--- src/rtl/mem_ctrl_pkg.sv ---
// rtl/mem_ctrl_pkg.sv - shared types and size decode for the data-memory access controller
package mem_ctrl_pkg;

  typedef enum logic [2:0] {
    LB  = 3'd0,
    LBU = 3'd1,
    LH  = 3'd2,
    LHU = 3'd3,
    LW  = 3'd4,
    SB  = 3'd5,
    SH  = 3'd6,
    SW  = 3'd7
  } mem_op_t;

  typedef logic [2:0] state_t;

  localparam state_t IDLE   = 3'd0;
  localparam state_t LOAD   = 3'd1;
  localparam state_t STORE  = 3'd2;
  localparam state_t RMW_RD = 3'd3;
  localparam state_t RMW_WR = 3'd4;
  localparam state_t FAULT  = 3'd5;

  localparam logic [2:0] SIZE_BYTE = 3'd1;
  localparam logic [2:0] SIZE_HALF = 3'd2;
  localparam logic [2:0] SIZE_WORD = 3'd4;

  // Access size in bytes for an operation.
  function automatic logic [2:0] op_size(input mem_op_t op);
    case (op)
      LB, LBU, SB: op_size = SIZE_BYTE;
      LH, LHU, SH: op_size = SIZE_HALF;
      default:     op_size = SIZE_WORD;
    endcase
  endfunction

endpackage

--- src/rtl/mem_lane_align.sv ---
// rtl/mem_lane_align.sv - big-endian lane extract/extend for loads and lane merge for sub-word stores
module mem_lane_align
  import mem_ctrl_pkg::*;
(
  input  mem_op_t     op,
  input  logic [1:0]  offset,
  input  logic [31:0] word,
  input  logic [31:0] wdata,
  output logic [31:0] load_data,
  output logic [31:0] merged
);

  // Offset 0 is the most significant lane, so the right shift is (3 - offset) lanes.
  logic [4:0]  byte_sh;
  logic [4:0]  half_sh;
  logic [7:0]  byte_lane;
  logic [15:0] half_lane;

  assign byte_sh = {~offset, 3'b000};
  assign half_sh = {~offset[1], 4'b0000};

  // Pick the addressed lane out of the word and extend it.
  always_comb begin
    byte_lane = 8'(word >> byte_sh);
    half_lane = 16'(word >> half_sh);
    load_data = word;
    case (op)
      LB:      load_data = {{24{byte_lane[7]}}, byte_lane};
      LBU:     load_data = {24'h0, byte_lane};
      LH:      load_data = {{16{half_lane[15]}}, half_lane};
      LHU:     load_data = {16'h0, half_lane};
      default: load_data = word;
    endcase
  end

  // Replace the addressed lane of the fetched word with the low bits of the store data.
  always_comb begin
    merged = word;
    case (op)
      SB: merged = (word & ~(32'h0000_00ff << byte_sh)) |
                   ((32'(wdata[7:0]) << byte_sh) & (32'h0000_00ff << byte_sh));
      SH: merged = (word & ~(32'h0000_ffff << half_sh)) |
                   ((32'(wdata[15:0]) << half_sh) & (32'h0000_ffff << half_sh));
      default: merged = word;
    endcase
  end

endmodule

--- src/rtl/mem_access_controller.sv ---
// rtl/mem_access_controller.sv - load/store sequencer onto word-wide data memory (option: MEM_ACCESS_ALIGN_CHECK_EN)
module mem_access_controller
  import mem_ctrl_pkg::*;
#(
  parameter int ADDR_W    = 32,
  parameter int MEM_BYTES = 4096
) (
  input  logic              clk,
  input  logic              reset,
  input  logic              clock_enable,
  input  logic              req,
  input  logic [2:0]        op,
  input  logic [ADDR_W-1:0] addr,
  input  logic [31:0]       wdata,
  output logic              ready,
  output logic              done,
  output logic              fault,
  output logic [31:0]       rdata,
  output logic [31:0]       mem_address,
  output logic [31:0]       mem_write_data,
  output logic              mem_write,
  output logic              mem_read,
  input  logic [31:0]       mem_read_data
);

  state_t            state;
  mem_op_t           op_q;
  logic [ADDR_W-1:0] addr_q;
  logic [31:0]       wdata_q;
  logic [31:0]       merge_q;

  mem_op_t           op_in;
  logic [2:0]        size_in;
  logic [ADDR_W-1:0] addr_eff;
  logic [ADDR_W:0]   end_addr;
  logic              misaligned;
  logic              bad_access;
  logic              accept;
  logic [31:0]       load_data;
  logic [31:0]       merged;
  logic [ADDR_W-1:0] addr_word;

  assign op_in   = mem_op_t'(op);
  assign size_in = op_size(op_in);
  assign ready   = (state == IDLE);
  assign accept  = ready && req && clock_enable;

  // Request check: alignment (optional) and range; the effective address is what gets registered.
  always_comb begin
    addr_eff   = addr;
    misaligned = 1'b0;
`ifdef MEM_ACCESS_ALIGN_CHECK_EN
    misaligned = ((size_in == SIZE_HALF) && addr[0]) ||
                 ((size_in == SIZE_WORD) && (addr[1:0] != 2'b00));
`else
    if (size_in == SIZE_HALF) addr_eff[0]   = 1'b0;
    if (size_in == SIZE_WORD) addr_eff[1:0] = 2'b00;
`endif
    end_addr   = {1'b0, addr_eff} + (ADDR_W+1)'(size_in);
    bad_access = misaligned || (end_addr > (ADDR_W+1)'(MEM_BYTES));
  end

  mem_lane_align u_lane_align (
    .op        (op_q),
    .offset    (addr_q[1:0]),
    .word      (mem_read_data),
    .wdata     (wdata_q),
    .load_data (load_data),
    .merged    (merged)
  );

  // Memory strobes are decoded from state so a reset drops them in the same cycle.
  always_comb begin
    addr_word      = {addr_q[ADDR_W-1:2], 2'b00};
    mem_address    = (state == IDLE) ? 32'h0 : 32'(addr_word);
    mem_read       = (state == LOAD) || (state == RMW_RD);
    mem_write      = clock_enable && ((state == STORE) || (state == RMW_WR));
    mem_write_data = 32'h0;
    if (state == STORE)  mem_write_data = wdata_q;
    if (state == RMW_WR) mem_write_data = merge_q;
  end

  // Access sequencer: accept, run the memory phase(s), then pulse done back in IDLE.
  always_ff @(posedge clk or posedge reset) begin
    if (reset) begin
      state   <= IDLE;
      done    <= 1'b0;
      fault   <= 1'b0;
      rdata   <= 32'h0;
      op_q    <= LB;
      addr_q  <= '0;
      wdata_q <= 32'h0;
      merge_q <= 32'h0;
    end else if (!clock_enable) begin
      done <= 1'b0;
    end else begin
      done  <= 1'b0;
      fault <= 1'b0;
      case (state)
        IDLE: begin
          if (accept) begin
            op_q    <= op_in;
            addr_q  <= addr_eff;
            wdata_q <= wdata;
            if (bad_access)                      state <= FAULT;
            else if (op_in == SW)                state <= STORE;
            else if (op_in == SB || op_in == SH) state <= RMW_RD;
            else                                 state <= LOAD;
          end
        end
        LOAD: begin
          rdata <= load_data;
          done  <= 1'b1;
          state <= IDLE;
        end
        STORE: begin
          done  <= 1'b1;
          state <= IDLE;
        end
        RMW_RD: begin
          merge_q <= merged;
          state   <= RMW_WR;
        end
        RMW_WR: begin
          done  <= 1'b1;
          state <= IDLE;
        end
        FAULT: begin
          done  <= 1'b1;
          fault <= 1'b1;
          state <= IDLE;
        end
        default: state <= IDLE;
      endcase
    end
  end

endmodule

--- config.mk ---
export PLATFORM = sky130hd
export DESIGN_NAME = mem_access_controller
export DESIGN_NICKNAME = d
export VERILOG_FILES = /design/src/rtl/mem_ctrl_pkg.sv /design/src/rtl/mem_lane_align.sv /design/src/rtl/mem_access_controller.sv
export SDC_FILE = /design/constraint.sdc
export NUM_CORES = 1
export LEC_CHECK = 0
export ABC_AREA = 1
export CAP_MARGIN = 10
export CORE_MARGIN = 5
export CORE_UTILIZATION = 30
export CTS_CLUSTER_SIZE = 28
export DETAILED_ROUTE_END_ITERATION = 7
export SYNTH_ARGS = -nofsm -noshare
export SYNTH_HDL_FRONTEND = slang
export SYNTH_HIERARCHICAL = 1
export SYNTH_SLANG_ARGS = --single-unit
export TNS_END_PERCENT = 5
--- constraint.sdc ---
create_clock -name clk -period 5.64 [get_ports clk]
set_input_delay 1.128 -clock clk [delete_from_list [all_inputs] [get_ports clk]]
set_output_delay 1.128 -clock clk [all_outputs]
set_load 0.02 [all_outputs]
==> impl_metrics.tcl, run 1 <==
set metrics [dict create \
    rsz0062_at_grt "no" \
    final_area_um2 12500 \
    io_pins 204 \
    grt_max_degree 103 \
    mostFrequentLayoutCell "nand2_1" \
    r2r-start "op_q[2]$_DFFE_PP0P_" \
    grt_pass1_wl_mm 54.3 \
    worst_r2r_path_depth 7 \
    hold_viol_final 0 \
    placed_cell_area_um2 11800 \
    fin_skew_ns 0.0157 \
    total_power_uw 5830 \
    vias_per_cell 4.95 \
    place_hpwl_mm 26.2 \
    cts_root_buf "clkbuf_16" \
    postCtsHoldBufs 0 \
    place_congestion 0.920 \
    gr-total-overflow 0 \
    die_x_um 188 \
    chipHeight_um 188 \
    drv_cap 0 \
    arrival_ns 3.24 \
    clock_latency_ns 0.44 \
    dr.pass1.iters 5 \
    ir_drop_mv 0.223 \
    grt_pass1_vias 9728 \
    layout_common_cells "nand2_1, clkdlybuf4s50_1, inv_1" \
    nNetsFinal 1662 \
    clockBufferDepth 2 \
    post-cts-setup-buffers 0 \
    cp_max_fo 24 \
    setup_violations 0 \
    syn_to_final_growth_pct 30.4 \
    antenna_cells 0 \
    holdWs_ns 0.480 \
    reg2reg_to "merge_q[13]$_DFFE_PP0P_" \
    track_usage 0.191 \
    fin_crit_sh 0.775 \
    worstSetupPathType "reg2out" \
    cts_buffers 17 \
    grt_antenna_before_repair 1 \
    dr.first_iter.drc_count 691 \
    synth_warnings 6 \
    pwr_density_cell_nw_per_um2 468 \
    io_buffers 201 \
    dp.cells 1938 \
    whs_path_depth 2 \
    synthCells 1389 \
    drt-total-wl_mm 34.7 \
    die_area_um2 35500 \
    worstHoldEndpoint "fault$_DFFE_PP0P_" \
    setup_tns_ns 0 \
    worst_pin_slew_ns 1.15 \
    crit_path_start_kind "flip-flop" \
    detail-route-antenna-nets 0 \
    period_minus_slack_ns 4.37 \
    wl_per_cell_um 17.6 \
    r2r_slack_ns 2.79 \
    start_util 0.303 \
    maxSlewViolCount 0 \
    avgSynthCellArea_um2 6.87 \
    cts_resized 0 \
    vias 9750 \
    yosysUniqueCellTypes 41 \
    hp-start "fault$_DFFE_PP0P_" \
    clk_pin_slew_ns 0.06 \
    status "finished, final reports clean" \
    seq_area_frac_synth 0.357 \
    fmax_mhz 229 \
    netlist_area_um2 9550 \
    p_leak_uw 0.00593 \
    cts_tree "built" \
    num_rows 65 \
    drive_gt1_frac 0.0944 \
    relSlewSlack 0.232 \
    ctsHtreeMaxLevel 4 \
    drc 0 \
    synth_seq_cells 136 \
    layoutNonFillerInstCount 1970 \
    coreArea_um2 31500 \
    critPathRequiredTime_ns 4.51 \
    hold_class "reg2reg" \
    numClockSinks 136 \
    crit_path_end_kind "primary output" \
]
-- area by class of cell --
cell class,count,area (um2)
flip-flops and latches,136,3400
multi-input cells,997,5110
well taps,402,503
clock buffers,18,439
repair buffers,210,2090
clock inverters,14,178
fillers,3310,19000
inverters,193,729
-- routing by layer --
metal  global-route usage  share of wire
met5                    0        0.00055
met4               0.0681          0.030
met3               0.0456          0.067
met2                0.310           0.46
met1                0.249           0.44
-- synth_stat cells --
| cell | n | area, um2 |
|---|---|---|
| nand2_1 | 382 | 1430 |
| inv_1 | 183 | 687 |
| nand3_1 | 155 | 776 |
| dfrtp_1 | 136 | 3400 |
| nor2_1 | 136 | 510 |
| o21ai_0 | 82 | 410 |
| o211ai_1 | 49 | 368 |
| mux2_2 | 41 | 462 |
| a21oi_1 | 34 | 170 |
| clkbuf_1 | 31 | 116 |
| o22ai_1 | 23 | 144 |
| buf_2 | 18 | 90.1 |
| nand3b_1 | 14 | 105 |
| nor2_2 | 13 | 81.3 |
| nand2_2 | 11 | 68.8 |
| buf_4 | 10 | 75.1 |
| inv_2 | 9 | 33.8 |
| nand3_2 | 8 | 80.1 |
| nor3_1 | 8 | 40.0 |
| nand4_1 | 6 | 37.5 |
| nand2_4 | 4 | 45.0 |
| nand3_4 | 4 | 70.1 |
| nor2_4 | 4 | 45.0 |
| buf_6 | 3 | 33.8 |
| ha_1 | 3 | 37.5 |
| nor2_8 | 3 | 60.1 |
| and2_1 | 2 | 12.5 |
| buf_1 | 2 | 7.51 |
| o21ai_1 | 2 | 10.0 |
| o21ai_2 | 2 | 17.5 |
| clkinv_1 | 1 | 3.75 |
| conb_1 | 1 | 3.75 |
| fa_1 | 1 | 20.0 |
| nor3_2 | 1 | 10.0 |
| nor3_4 | 1 | 16.3 |
| nor3b_2 | 1 | 12.5 |
| o21bai_1 | 1 | 7.51 |
| or2_2 | 1 | 6.26 |
| xnor2_1 | 1 | 8.76 |
| xor2_1 | 1 | 8.76 |
| xor2_2 | 1 | 16.3 |
-- report_power, final --
group          leakage, uW  switching (uW)  total (uW)  internal [uW]
registers          0.00161             263        1580           1320
clock network     0.000305             524        1210            686
logic              0.00401            1830        3030           1200
total              0.00593            2620        5830           3210
-- worst max-delay path, stage by stage (launching register included) --
cell and delay [ns]:
dfrtp_1 0.42, nor2_1 0.52, nand2_1 0.73, o22ai_1 0.47, clkdlybuf4s50_1 0.68
-- through the flow --
stage                util  worst slack (ns)
floorplan               -             0.873
global placement    0.376              1.47
detailed placement  0.376              1.37
CTS                 0.396              1.18
global route        0.396              1.00
finish              0.396              1.27
-- flip-flops by register name (all words and copies together) (netlist names) --
signal   flops
done         1
fault        1
state        3
merge_q     32
addr_q      32
wdata_q     32
rdata       32
op_q         3
-- worst max-delay path by stage --
stage	startpoint	to	cells after the start
finish	state[1]$_DFFE_PP0P_	mem_write_data[1]	4
global route	state[1]$_DFFE_PP0P_	mem_write_data[1]	4
floorplan	reset	addr_q[0]$_DFFE_PP0P_	1
global placement	op[1]	state[2]$_DFFE_PP0P_	20
CTS	state[1]$_DFFE_PP0P_	mem_write_data[1]	4
detailed placement	op[1]	state[2]$_DFFE_PP0P_	20
-- kinds of logic after synthesis --
kind of cell	Yosys count	synth area share
fa+ha+maj	4	0.00603
flops	136	0.357
simple gates	754	0.357
compound gates	193	0.118
other cells	1	0.000393
buf+inv	257	0.110
xor+xnor	3	0.00354
mux	41	0.0484
Note: power is estimated with default switching activity, not from simulation.
==> run 2, diff against run 1 <==
clock period = 4.4 ns   (was 5.64 ns; I/O delays follow)
==> run 2 against run 1 <==
Routed wire length down 1.2%. Sequential share of layout area down 0.088 points. Via count up 0.77%. Global-route usage down 0.40 points. Worst hold slack better by 0.020 ns. Critical path depth up 1. Total power up 28%. Sequential cell count unchanged. Final area up 0.32%. Clock skew up 0.0038 ns. Clock power up 29%. Setup slack worse by 0.49 ns. Critical endpoint is now ready. Largest power group unchanged.
==> impl_metrics.tcl, run 2 (synthesis gave the netlist of run 1 again) <==
set metrics [dict create \
    gr-total-overflow 0 \
    fin_skew_ns 0.0195 \
    vias_per_cell 4.98 \
    use_met1 0.232 \
    grt_pass1_vias 9539 \
    final_area_um2 12500 \
    syn_to_final_growth_pct 30.9 \
    fin_crit_sh 0.822 \
    setup_tns_ns 0 \
    io_buffers 201 \
    place_congestion 0.967 \
    pwr_density_cell_nw_per_um2 599 \
    grt_antenna_before_repair 2 \
    num_rows 65 \
    post-cts-setup-buffers 0 \
    chipHeight_um 188 \
    hold_class "reg2reg" \
    cp_max_fo 32 \
    cp_top_family "buffers and inverters" \
    r2r-start "op_q[2]$_DFFE_PP0P_" \
    status "finished, final reports clean" \
    worst-path-buf-inv 3 \
    start_util 0.303 \
    rsz0062_at_grt "no" \
    mostFrequentLayoutCell "nand2_1" \
    grt_pass1_wl_mm 53.0 \
    numClockSinks 136 \
    critPathRequiredTime_ns 3.52 \
    cts_root_buf "clkbuf_16" \
    met2_usage 0.313 \
    worstSetupPathType "reg2out" \
    holdWs_ns 0.500 \
    setup_violations 0 \
    placed_cell_area_um2 11900 \
    clock_latency_ns 0.45 \
    timing.critical_path.cells "nor2_1 > nand2_1 > inv_1 > buf_4 > clkdlybuf4s50_1" \
    io_pins 204 \
    nNetsFinal 1663 \
    drive_gt1_frac 0.0950 \
    grt_max_degree 130 \
    slowest_stage "clkdlybuf4s50_1" \
    antenna_cells 0 \
    maxSlewViolCount 0 \
    hold_viol_final 0 \
    clk_pin_slew_ns 0.08 \
    grt_use_met3 0.0535 \
    fmax_mhz 276 \
    track_usage 0.187 \
    ctsHtreeMaxLevel 4 \
    dr.first_iter.drc_count 683 \
    die_area_um2 35500 \
    ir_drop_mv 0.393 \
    cts_buffers 17 \
    wl_per_cell_um 17.4 \
    drv_cap 0 \
    crit_start "state[1]$_DFFE_PP0P_" \
    worst_pin_slew_ns 1.02 \
    cts_resized 0 \
    grt_busiest_layer "met2" \
    crit_path_end_kind "primary output" \
    arrival_ns 2.74 \
    drt-total-wl_mm 34.2 \
    period_minus_slack_ns 3.62 \
    clockBufferDepth 2 \
    die_x_um 188 \
    relSlewSlack 0.315 \
    crit_path_start_kind "flip-flop" \
    cts_tree "built" \
    hp-start "fault$_DFFE_PP0P_" \
    detail-route-antenna-nets 0 \
    layout_common_cells "nand2_1, clkdlybuf4s50_1, inv_1" \
    vias 9825 \
    postCtsHoldBufs 0 \
    p_leak_uw 0.00593 \
    coreArea_um2 31500 \
    fin_util 0.397 \
    place_hpwl_mm 25.9 \
    fillers 3299 \
    drc 0 \
    dr.pass1.iters 7 \
    cpPeakStageDelay_ns 0.69 \
]
-- run 2: stage by stage --
step                power [uW]  setup slack [ns]  cells
floorplan                 4360              1.31   1390
global placement          5920             0.479   1939
detailed placement        5940             0.400   1939
CTS                       7540             0.690   1971
global route              7960             0.549   1971
finish                    7480             0.782   1971
-- run 2: path summary, 6_finish.rpt --
kind	depth (start not counted)	slack [ns]	to
max reg2reg	7	1.85	merge_q[22]$_DFFE_PP0P_
min in group asynchronous	2	0.99	rdata[19]$_DFFE_PP0P_
max in group asynchronous	3	2.59	wdata_q[6]$_DFFE_PP0P_
min	2	0.50	fault$_DFFE_PP0P_
max	5	0.78	ready
min reg2reg	2	0.50	fault$_DFFE_PP0P_
-- run 2: final cells by class --
type                       count  area, um2  share of cell area
multi-input combinational    997       5110               0.409
timing repair buffer         211       2120               0.170
sequential                   136       3400               0.272
clock buffer                  17        425              0.0341
tap                          402        503              0.0403
inverter                     193        728              0.0583
clock inverter                15        200              0.0160
-- run 2: worst min-delay path: cells and delay by family (launching register included) --
kind	cells	cell delay [ns]
flip-flops	1	0.36
AND/OR/NAND/NOR	2	0.11
-- run 2: metal layers --
| layer | part of all wire | vias to the layer above |
|---|---|---|
| met4 | 0.028 | 4 |
| met5 | 0.00064 | - |
| met2 | 0.47 | 358 |
| li1 | - | 4830 |
| met1 | 0.43 | 4576 |
| met3 | 0.072 | 57 |
-- run 2: where the power goes --
group	internal [uW]	switching (uW)
logic	1550	2350
registers	1690	322
clock network	871	690
